**config.mk**
```make
export PLATFORM = sky130hd
export DESIGN_NAME = int_branch_recovery_arbiter
export DESIGN_NICKNAME = d
export VERILOG_FILES = /design/src/rtl/int_branch_recovery_arbiter.sv
export SDC_FILE = /design/constraint.sdc
export NUM_CORES = 1
export LEC_CHECK = 0
export ABC_AREA = 1
export CAP_MARGIN = 25
export CELL_PAD_IN_SITES_DETAIL_PLACEMENT = 1
export CELL_PAD_IN_SITES_GLOBAL_PLACEMENT = 1
export CORE_ASPECT_RATIO = 0.7
export CORE_MARGIN = 3
export CORE_UTILIZATION = 37
export CTS_CLUSTER_DIAMETER = 50
export DETAILED_ROUTE_END_ITERATION = 7
export PLACE_DENSITY_LB_ADDON = 0.1
export RECOVER_POWER = 50
export SYNTH_ARGS = -nofsm -noshare
export SYNTH_HDL_FRONTEND = slang
export SYNTH_SLANG_ARGS = --single-unit
```
**constraint.sdc**
```tcl
create_clock -name clk -period 6.65 [get_ports clk]
set_input_delay 1.33 -clock clk [delete_from_list [all_inputs] [get_ports clk]]
set_output_delay 1.33 -clock clk [all_outputs]
set_load 0.1 [all_outputs]
```
**src/rtl/int_branch_recovery_arbiter.sv**
```systemverilog
// Picks the oldest integer-lane mispredict and holds it as a recovery
// request, parking an older late arrival until recovery completes.
module int_branch_recovery_arbiter #(
  parameter int ISSUE_WIDTH  = 2,
  parameter int AL_PTR_WIDTH = 6,
  parameter int ADDR_WIDTH   = 32,
  parameter int CNT_WIDTH    = 16
) (
  input  logic                                clk,
  input  logic                                rst,
  input  logic                                stall,
  input  logic [ISSUE_WIDTH-1:0]              lane_valid,
  input  logic [ISSUE_WIDTH-1:0]              lane_mispred,
  input  logic [ISSUE_WIDTH*AL_PTR_WIDTH-1:0] lane_al_ptr,
  input  logic [ISSUE_WIDTH*ADDR_WIDTH-1:0]   lane_next_addr,
  input  logic [AL_PTR_WIDTH-1:0]             al_head_ptr,
  output logic                                req_valid,
  output logic [AL_PTR_WIDTH-1:0]             req_al_ptr,
  output logic [ADDR_WIDTH-1:0]               req_next_addr,
  input  logic                                req_ack,
  input  logic                                recovery_done,
  output logic                                busy,
  output logic [CNT_WIDTH-1:0]                mispred_count
);

  localparam logic [CNT_WIDTH-1:0] CntOne = 1;

  typedef enum logic [1:0] {
    IDLE    = 2'd0,
    REQ     = 2'd1,
    RECOVER = 2'd2
  } state_t;

  state_t state, stateNxt;

  logic [AL_PTR_WIDTH-1:0] heldPtr, heldPtrNxt;
  logic [ADDR_WIDTH-1:0]   heldAddr, heldAddrNxt;
  logic                    pendValid, pendValidNxt;
  logic [AL_PTR_WIDTH-1:0] pendPtr, pendPtrNxt;
  logic [ADDR_WIDTH-1:0]   pendAddr, pendAddrNxt;
  logic [CNT_WIDTH-1:0]    cnt, cntNxt, cntSat;

  logic [AL_PTR_WIDTH-1:0] lanePtr  [ISSUE_WIDTH];
  logic [AL_PTR_WIDTH-1:0] laneAge  [ISSUE_WIDTH];
  logic [ADDR_WIDTH-1:0]   laneAddr [ISSUE_WIDTH];
  logic [ISSUE_WIDTH-1:0]  cand;

  logic                    winValid;
  logic [AL_PTR_WIDTH-1:0] winPtr, winAge;
  logic [ADDR_WIDTH-1:0]   winAddr;
  logic [AL_PTR_WIDTH-1:0] heldAge, pendAge;
  logic                    winOlderHeld, winOlderPend;

  // unpack lanes and compute modular age against the active-list head
  always_comb begin
    for (int i = 0; i < ISSUE_WIDTH; i++) begin
      lanePtr[i]  = lane_al_ptr[i*AL_PTR_WIDTH +: AL_PTR_WIDTH];
      laneAddr[i] = lane_next_addr[i*ADDR_WIDTH +: ADDR_WIDTH];
      laneAge[i]  = lanePtr[i] - al_head_ptr;
      cand[i]     = lane_valid[i] & lane_mispred[i] & ~stall;
    end
  end

  // oldest candidate wins; strict compare keeps the lower lane on ties
  always_comb begin
    winValid = 1'b0;
    winPtr   = '0;
    winAge   = '0;
    winAddr  = '0;
    for (int i = 0; i < ISSUE_WIDTH; i++) begin
      if (cand[i] && (!winValid || laneAge[i] < winAge)) begin
        winValid = 1'b1;
        winPtr   = lanePtr[i];
        winAge   = laneAge[i];
        winAddr  = laneAddr[i];
      end
    end
  end

  assign heldAge      = heldPtr - al_head_ptr;
  assign pendAge      = pendPtr - al_head_ptr;
  assign winOlderHeld = winValid && (winAge < heldAge);
  assign winOlderPend = winAge < pendAge;
  assign cntSat       = (cnt == {CNT_WIDTH{1'b1}}) ? cnt : cnt + CntOne;

  // request / recovery sequencing and held/pending slot updates
  always_comb begin
    stateNxt     = state;
    heldPtrNxt   = heldPtr;
    heldAddrNxt  = heldAddr;
    pendValidNxt = pendValid;
    pendPtrNxt   = pendPtr;
    pendAddrNxt  = pendAddr;
    cntNxt       = cnt;
    unique case (state)
      IDLE: begin
        if (winValid) begin
          heldPtrNxt  = winPtr;
          heldAddrNxt = winAddr;
          stateNxt    = REQ;
        end
      end
      REQ: begin
        if (req_ack) begin
          stateNxt = RECOVER;
          cntNxt   = cntSat;
          if (winOlderHeld) begin
            pendValidNxt = 1'b1;
            pendPtrNxt   = winPtr;
            pendAddrNxt  = winAddr;
          end
        end else if (winOlderHeld) begin
          heldPtrNxt  = winPtr;
          heldAddrNxt = winAddr;
        end
      end
      RECOVER: begin
        if (recovery_done) begin
          pendValidNxt = 1'b0;
          if (pendValid) begin
            stateNxt = REQ;
            if (winOlderHeld && winOlderPend) begin
              heldPtrNxt  = winPtr;
              heldAddrNxt = winAddr;
            end else begin
              heldPtrNxt  = pendPtr;
              heldAddrNxt = pendAddr;
            end
          end else if (winOlderHeld) begin
            stateNxt    = REQ;
            heldPtrNxt  = winPtr;
            heldAddrNxt = winAddr;
          end else begin
            stateNxt = IDLE;
          end
        end else if (winOlderHeld && (!pendValid || winOlderPend)) begin
          pendValidNxt = 1'b1;
          pendPtrNxt   = winPtr;
          pendAddrNxt  = winAddr;
        end
      end
      default: stateNxt = IDLE;
    endcase
  end

  // state and slot registers
  always_ff @(posedge clk or negedge rst) begin
    if (!rst) begin
      state     <= IDLE;
      heldPtr   <= '0;
      heldAddr  <= '0;
      pendValid <= 1'b0;
      pendPtr   <= '0;
      pendAddr  <= '0;
      cnt       <= '0;
    end else begin
      state     <= stateNxt;
      heldPtr   <= heldPtrNxt;
      heldAddr  <= heldAddrNxt;
      pendValid <= pendValidNxt;
      pendPtr   <= pendPtrNxt;
      pendAddr  <= pendAddrNxt;
      cnt       <= cntNxt;
    end
  end

  assign req_valid     = (state == REQ);
  assign req_al_ptr    = heldPtr;
  assign req_next_addr = heldAddr;
  assign busy          = (state != IDLE);
  assign mispred_count = cnt;

endmodule

```
Yosys cells after proc, flatten, opt, wreduce, memory -nomap -nowiden
Cells that the tools add are included.
{ "op_classes": {"add_sub_neg": 5, "n_lt_le_gt_ge": 3, "n_eq_ne": 11, "n_mux": 43, "bitwise": 6, "n_reduce_logical": 17} }
{ "ops": {"columns": ["op", "count"], "rows": [
  ["two-way mux 32 bit", 12],
  ["case mux 32 bit (3 select lines)", 1],
  ["two-way mux 6 bit", 14],
  ["case mux 32 bit (2 select lines)", 1],
  ["subtractor 6 bit", 4],
  ["less-than comparator 6 bit", 3],
  ["case mux 6 bit (3 select lines)", 1],
  ["adder 16 x 1 -> 16 bit, second input constant", 1],
  ["equality test 16 bit, second input constant", 1],
  ["case mux 6 bit (2 select lines)", 1],
  ["inequality test 2 bit, second input constant", 5],
  ["two-way mux 1 bit", 8],
  ["AND reduction 4 bit", 2],
  ["two-way mux 2 bit", 3],
  ["case mux 2 bit (3 select lines)", 1],
  ["AND reduction 3 bit", 2],
  ["AND reduction 5 bit", 1],
  ["bitwise AND 1 bit", 4],
  ["logical AND 1 bit", 4],
  ["inequality test 2 x 1 -> 1 bit, second input constant", 2],
  ["nonzero test 2 bit", 2],
  ["inequality test 3 bit, second input constant", 1],
  ["nonzero test 3 bit", 1],
  ["equality test 2 x 1 -> 1 bit, second input constant", 1],
  ["6 further kinds", 9]
]} }
{ "word_totals": {"ff_bits": 95, "inputBits": 91, "output_inout_bits": 56, "wordCells": 92} }

Depth between registers and ports, before layout
{ "depth": {"ltp_word": 14, "depth_mapped": 40, "mapped_depth_nobuf": 37} }

Worst setup path after synthesis
Ideal clock, no wire load.
{ "synth_path": {"path_type": "input -> register", "from": "in al_head_ptr[1]", "to": "reg heldAddr[10] (netlist: req_next_addr[10])", "setup_ns": 0.068, "t_arrival_ns": 5.378, "required_time_ns": 6.582, "path_slack_ns": 1.205, "path_stages": 32, "n_path_buf": 3, "path_cell_list": "inv_1 > ha_1 > nand3_1 > nand2_1 > nand2_1 > a21oi_1 > nor2_1 > inv_1 > a21oi_1 > o21ai_0 > ha_1 > a21oi_1 > nand2_1 > nand2_2 > nand2_2 > inv_2 > clkbuf_1 > o21ai_0 > ha_1 > a21oi_1 > o21ai_0 > inv_1 > clkbuf_1 > clkbuf_1 > nand3_1 > nand3_1 > nand2_1 > inv_1 > nand2_1 > nand2_1 > nand2_1 > nand2_1"} }
{ "synth_between": {"elab_chain_cells": 13, "elab_cells_between_ends": 24, "cone_classes": "add/sub: 4; order compare: 3; eq/ne: 1; mux: 11; reduce/logical: 5"} }
{ "synth_lines": {"columns": ["element", "line_no", "rtl"], "rows": [
  ["from (decl)", "16", "input logic [AL_PTR_WIDTH-1:0] al_head_ptr,"],
  ["subtractor 6 bit", "59", "laneAge[i] = lanePtr[i] - al_head_ptr;"],
  ["two-way mux 6 bit", "71", "if (cand[i] && (!winValid || laneAge[i] < winAge)) begin"],
  ["less-than comparator 6 bit", "71", null],
  ["logical OR 1 bit", "71", null],
  ["logical AND 1 bit", "71", null],
  ["two-way mux 6 bit", "71", null],
  ["less-than comparator 6 bit", "82", "assign winOlderHeld = winValid && (winAge < heldAge);"],
  ["logical AND 1 bit", "82", null],
  ["logical AND 1 bit", "122", "if (winOlderHeld && winOlderPend) begin"],
  ["two-way mux 32 bit", "122", null],
  ["two-way mux 32 bit", "120", "if (pendValid) begin"],
  ["two-way mux 32 bit", "118", "if (recovery_done) begin"],
  ["case mux 32 bit (3 select lines)", "95", "unique case (state)"],
  ["to (signal assigned)", "159", "heldAddr <= heldAddrNxt;"],
  ["to (decl)", "37", "logic [ADDR_WIDTH-1:0] heldAddr, heldAddrNxt;"]
]} }
Parallel ways exist; a longest one is shown, timed or not. The select of a mux whose other input is x is not followed.
A chain may end at the register's enable or synchronous reset.

Final worst setup path
{ "layout_path": {"from": "in al_head_ptr[0]", "to": "reg pendAddr[17]"} }
{ "layout_between": {"elab_chain_cells": 11, "elab_cells_between_ends": 24, "cone_classes": "add/sub: 4; order compare: 3; eq/ne: 2; mux: 9; reduce/logical: 6"} }
{ "layout_lines": {"columns": ["element", "line_no", "rtl"], "rows": [
  ["subtractor 6 bit", "59", null],
  ["two-way mux 6 bit", "71", null],
  ["less-than comparator 6 bit", "71", null],
  ["logical OR 1 bit", "71", null],
  ["logical AND 1 bit", "71", null],
  ["two-way mux 6 bit", "71", null],
  ["less-than comparator 6 bit, on equally long branches", "82, 83", null],
  ["logical AND 1 bit / logical OR 1 bit (equally long branches)", "82, 136", null],
  ["logical AND 1 bit", "136", "end else if (winOlderHeld && (!pendValid || winOlderPend)) begin"],
  ["inequality test 2 bit (no line)", null, null],
  ["AND reduction 5 bit (no line)", null, null],
  ["to (signal assigned)", "162", "pendAddr <= pendAddrNxt;"],
  ["to (decl)", "40", "logic [ADDR_WIDTH-1:0] pendAddr, pendAddrNxt;"]
]} }
Parallel ways exist; a longest one is shown, timed or not. The select of a mux whose other input is x is not followed.

==> impl_metrics.prom <==
# TYPE chip_impl_metric gauge
chip_impl_metric{name="synth.mux.area_fraction",unit=""} 0
chip_impl_info{name="cpMaxStageDelayCell",value="sky130_fd_sc_hd__clkdlybuf4s50_1"} 1
chip_impl_metric{name="final_antenna_net_count",unit=""} 0
chip_impl_metric{name="cp_data_required_time",unit="ns"} 6.95
chip_impl_metric{name="cellPowerDensity",unit="nW/um^2"} 497.1
chip_impl_metric{name="floorplan.core_area",unit="sq um"} 22010
chip_impl_metric{name="post-route-cell-area",unit="sq um"} 10480
chip_impl_info{name="synthTopCellsByArea",value="sky130_fd_sc_hd__nand2_1 (28%), sky130_fd_sc_hd__dfrtp_1 (28%), sky130_fd_sc_hd__nand3_1 (15%), sky130_fd_sc_hd__inv_1 (7.6%), sky130_fd_sc_hd__ha_1 (5.6%)"} 1
chip_impl_metric{name="cell_row_count",unit=""} 45
chip_impl_info{name="netlist_top_cells_count",value="sky130_fd_sc_hd__nand2_1 (637), sky130_fd_sc_hd__nand3_1 (252), sky130_fd_sc_hd__inv_1 (171), sky130_fd_sc_hd__dfrtp_1 (95), sky130_fd_sc_hd__clkbuf_1 (48)"} 1
chip_impl_metric{name="yosys.area_share.simple",unit=""} 0.4516
chip_impl_metric{name="power_frac_comb",unit=""} 0.699
chip_impl_metric{name="setup_viol",unit=""} 0
chip_impl_metric{name="place_hpwl",unit="microns"} 22600
chip_impl_metric{name="placed_cells_incl_taps",unit=""} 1814
chip_impl_info{name="cp-end-kind",value="flip-flop"} 1
chip_impl_info{name="postSynth.topFlopCell",value="sky130_fd_sc_hd__dfrtp_1"} 1
chip_impl_metric{name="drc_errors",unit=""} 0
chip_impl_metric{name="cts_num_sinks",unit=""} 95
chip_impl_metric{name="cts_inserted_buffers",unit=""} 9
chip_impl_info{name="critPathMostFrequentCell",value="sky130_fd_sc_hd__nand2_1"} 1
chip_impl_metric{name="setup-tns-final",unit="ns"} 0
chip_impl_info{name="worst_hold_class",value="flip-flop to flip-flop"} 1
chip_impl_metric{name="power_frac_seq",unit=""} 0.183
chip_impl_info{name="start_kind",value="input port"} 1
chip_impl_metric{name="synthesis.yosys.warnings",unit=""} 0
chip_impl_metric{name="floorplan.initialDensity",unit=""} 0.3823
chip_impl_metric{name="drv_cap",unit=""} 2
chip_impl_info{name="crit_family",value="buffers and inverters"} 1
chip_impl_metric{name="via_count_of_the_first_global_routing_pass",unit=""} 9566
chip_impl_metric{name="timing.final.crit_period",unit="ns"} 6.184
chip_impl_metric{name="met2_track_demand_over_resource_in_global_routing",unit=""} 0.3998
chip_impl_info{name="most_used_standard_cell_by_instance_count_after_synthesis",value="sky130_fd_sc_hd__nand2_1"} 1
chip_impl_metric{name="dr.first_iter.drc_count",unit=""} 508
chip_impl_info{name="top_usage_layer_grt",value="met2"} 1
chip_impl_metric{name="crit_path_max_incr_delay",unit="ns"} 0.58
chip_impl_metric{name="dpl_cell_area",unit="sq um"} 10130
chip_impl_metric{name="initial_antenna_violation_count",unit=""} 0
chip_impl_metric{name="fp.dieArea",unit="sq um"} 24620
chip_impl_metric{name="wire_length_of_the_first_global_routing_pass",unit="microns"} 50870
chip_impl_metric{name="drv_slew",unit=""} 98
chip_impl_metric{name="layout.filler_cells",unit=""} 2983
chip_impl_metric{name="nNetsFinal",unit=""} 1655
chip_impl_metric{name="detailroute.via_count",unit=""} 9398
chip_impl_metric{name="gp_congestion",unit=""} 0.8929
chip_impl_metric{name="die-width",unit="microns"} 186.3
chip_impl_metric{name="antennaDiodeCount",unit=""} 0
chip_impl_metric{name="synth_seq_area_share",unit=""} 0.2824
chip_impl_metric{name="route.final.wire_length",unit="microns"} 31360
chip_impl_metric{name="asyncSetResetFlopFracSynth",unit=""} 1.000
chip_impl_metric{name="clock_path_buffers",unit=""} 2
chip_impl_metric{name="total_congestion_overflow",unit=""} 0
chip_impl_metric{name="total_leakage_power",unit="nW"} 5.971
chip_impl_metric{name="area_delta_synth_final",unit="%"} 24.51
chip_impl_info{name="main_combinational_cell_family_by_area_after_synthesis",value="simple AND/OR/NAND/NOR gates"} 1
chip_impl_metric{name="final_hold_viol_count",unit=""} 0
chip_impl_metric{name="power.share.switching",unit=""} 0.5880
chip_impl_metric{name="gr-usage-all-layers",unit=""} 0.2577
chip_impl_metric{name="cts_htree_levels",unit=""} 3
chip_impl_metric{name="timing.critical_path.fanout_max",unit=""} 39
chip_impl_info{name="violations",value="max-capacitance violations, max-slew violations"} 1
chip_impl_metric{name="finalClockSkew",unit="ns"} 0.005411
chip_impl_info{name="crit_type",value="input port to flip-flop"} 1
chip_impl_metric{name="wl_per_cell",unit="microns"} 17.12
chip_impl_metric{name="clk-insertion-delay-late",unit="ns"} 0.36
chip_impl_metric{name="depth_of_the_worst_hold_timing_path",unit=""} 2
chip_impl_metric{name="postSynthRegisterBits",unit=""} 95
chip_impl_metric{name="synth.distinct_cells",unit=""} 32
chip_impl_metric{name="finalCoreUtilization",unit=""} 0.4760
chip_impl_metric{name="netSwitchingPower",unit="mW"} 3.063
chip_impl_metric{name="die_height",unit="microns"} 132.2
chip_impl_metric{name="synth_cell_area",unit="sq um"} 8417
chip_impl_metric{name="synth_enable_flop_cells",unit=""} 0
chip_impl_metric{name="routed_via_density",unit=""} 5.130
chip_impl_metric{name="multi_input_area",unit="sq um"} 5051
chip_impl_info{name="outcome",value="finished with violations"} 1
chip_impl_info{name="cts.root.buffer_cell",value="sky130_fd_sc_hd__clkbuf_16"} 1
chip_impl_metric{name="synthDominantCellAreaShare",unit=""} 0.2841
chip_impl_metric{name="path_buf_inv",unit=""} 7
chip_impl_metric{name="drtPass1Iterations",unit=""} 5
chip_impl_metric{name="share_of_the_cycle_needed_by_the_critical_path_after_routing",unit=""} 0.9299
chip_impl_metric{name="sequential_cell_area",unit="sq um"} 2377
chip_impl_info{name="rsz0062_at_grt",value="false"} 1
chip_impl_metric{name="max-vdd-ir-drop",unit="mV"} 0.3295
chip_impl_metric{name="p_int",unit="mW"} 2.147
chip_impl_metric{name="clock_transition_time_at_the_flip_flop_clock_pins_of_the_worst_setup_and_hold_paths",unit="ns"} 0.07
chip_impl_metric{name="max_freq",unit="MHz"} 161.7
chip_impl_metric{name="post-layout-total-power",unit="mW"} 5.210
chip_impl_metric{name="syn_inst",unit=""} 1415
chip_impl_metric{name="groute.layer.met3.usage",unit=""} 0.04826
chip_impl_metric{name="port_buffers",unit=""} 146
chip_impl_metric{name="arrival",unit="ns"} 6.48
chip_impl_info{name="tritoncts",value="done"} 1
chip_impl_metric{name="post_cts_hold_buffer_count",unit=""} 0
chip_impl_metric{name="synthXorXnorAreaFrac",unit=""} 0.02914
chip_impl_metric{name="average_size_of_a_mapped_cell",unit="sq um"} 5.948
chip_impl_info{name="synth_largest_area_cell",value="sky130_fd_sc_hd__nand2_1"} 1
chip_impl_metric{name="synth_compound_area_frac",unit=""} 0.04920
chip_impl_metric{name="max_slew_margin",unit=""} -0.1995
chip_impl_metric{name="ff2ff_path_depth",unit=""} 17
chip_impl_metric{name="boundaryPins",unit=""} 147
chip_impl_metric{name="final_layout_size_suffix_gt1_frac",unit=""} 0.03798
chip_impl_metric{name="postSynthNetCount",unit=""} 1548
chip_impl_metric{name="layout.cells.non_filler",unit=""} 1832
chip_impl_metric{name="use_met1",unit=""} 0.3731
chip_impl_metric{name="worst_slew_pin_slew",unit="ns"} 1.799
chip_impl_metric{name="post_synth_fa_ha_maj_area_fraction",unit=""} 0.06600
chip_impl_metric{name="cp_num_cells",unit=""} 31
chip_impl_metric{name="grt_max_degree",unit=""} 68
chip_impl_metric{name="clkPwrFrac",unit=""} 0.118
-- registers in the layout, indices dropped and copies added (netlist names) --
| name | cells |
|---|---|
| pendPtr | 6 |
| mispred_count | 16 |
| pendAddr | 32 |
| pendValid | 1 |
| req_al_ptr | 6 |
| req_next_addr | 32 |
| state | 2 |
-- power by group through the flow --
stage          Clock [mW]  Sequential (mW)  Combinational, mW
2_1_floorplan           0             1.69               1.94
3_3_place_gp            0            0.957               3.57
3_5_place_dp            0            0.960               3.65
4_1_cts             0.629            0.954               3.67
5_1_grt             0.652            0.979               4.03
6_report            0.616            0.951               3.64
-- kinds of logic after synthesis --
kind of cell / Yosys count
buffers and inverters: 253
AND/OR/NAND/NOR: 920
XOR/XNOR: 28
flip-flops: 95
adder cells (fa/ha/maj): 42
AO/OA/AOI/OAI: 77
-- worst register-to-register path, stage by stage, from the launching register on --
cell and delay (ns):
sky130_fd_sc_hd__dfrtp_1 0.42, sky130_fd_sc_hd__ha_1 0.35, sky130_fd_sc_hd__a21oi_1 0.20, sky130_fd_sc_hd__nand2_1 0.07, sky130_fd_sc_hd__nand2_1 0.08, sky130_fd_sc_hd__nand2_1 0.07, sky130_fd_sc_hd__a21oi_1 0.18, sky130_fd_sc_hd__xor2_1 0.17
sky130_fd_sc_hd__ha_1 0.26, sky130_fd_sc_hd__a21oi_1 0.15, sky130_fd_sc_hd__o21ai_0 0.18, sky130_fd_sc_hd__a21oi_4 0.26, sky130_fd_sc_hd__o21ai_1 0.14, sky130_fd_sc_hd__nor2_4 0.31, sky130_fd_sc_hd__nand2_1 0.10, sky130_fd_sc_hd__buf_4 0.30
sky130_fd_sc_hd__nand2_1 0.15, sky130_fd_sc_hd__nand2_1 0.06
-- timing repair --
item,CTS,global route
buffers inserted,0,2
resized for setup,0,0
setup endpoints to repair,0,35
-- through the flow --
step | setup WS [ns] | hold slack [ns]
after detailed placement | 0.05066 | 0.4586
after global placement | 0.2643 | 0.4567
after global routing | 0.08594 | 0.5001
final | 0.4662 | 0.4735
after CTS | 0.4195 | 0.4759
after floorplan | 1.205 | 0.4422
-- final timing paths --
check,from,to,slack [ns]
setup / recovery,al_head_ptr[0],pendAddr[17]$_DFFE_PN0P_,0.47
hold / removal,pendAddr[23]$_DFFE_PN0P_,pendAddr[23]$_DFFE_PN0P_,0.47
setup reg to reg,req_al_ptr[2]$_DFFE_PN0P_,pendAddr[17]$_DFFE_PN0P_,3.11
hold reg to reg,pendAddr[23]$_DFFE_PN0P_,pendAddr[23]$_DFFE_PN0P_,0.47
max in group asynchronous,rst,req_next_addr[11]$_DFFE_PN0P_,2.66
min in group asynchronous,rst,req_al_ptr[1]$_DFFE_PN0P_,1.42
-- per-layer routing --
metal / vias up / routed length, microns
li1: 4612 / -
met1: 4534 / 15620
met2: 230 / 13530
met3: 22 / 1752
met4: 0 / 452
met5: - / 0
-- placed cells by master, fill, tap and decap left out, types with 15 or more instances in the layout --
master	synthesis	final
sky130_fd_sc_hd__ha_1	38	35
sky130_fd_sc_hd__o21ai_0	41	41
sky130_fd_sc_hd__nor2_1	17	17
sky130_fd_sc_hd__nand2_1	637	637
sky130_fd_sc_hd__nand3_1	252	252
sky130_fd_sc_hd__clkdlybuf4s50_1	0	129
sky130_fd_sc_hd__inv_1	171	171
sky130_fd_sc_hd__buf_4	13	30
sky130_fd_sc_hd__a21oi_1	18	18
sky130_fd_sc_hd__dlygate4sd3_1	0	16
sky130_fd_sc_hd__xor2_1	15	15
sky130_fd_sc_hd__dfrtp_1	95	95
-- cell type report --
class	instances	area share
clock buffer	11	0.02221
clock inverter	5	0.01015
inverter	172	0.06160
multi-input combinational	1067	0.4820
sequential	95	0.2268
tap	305	0.03641
timing repair buffer	177	0.1608
Power figures use the tool's default switching activity.
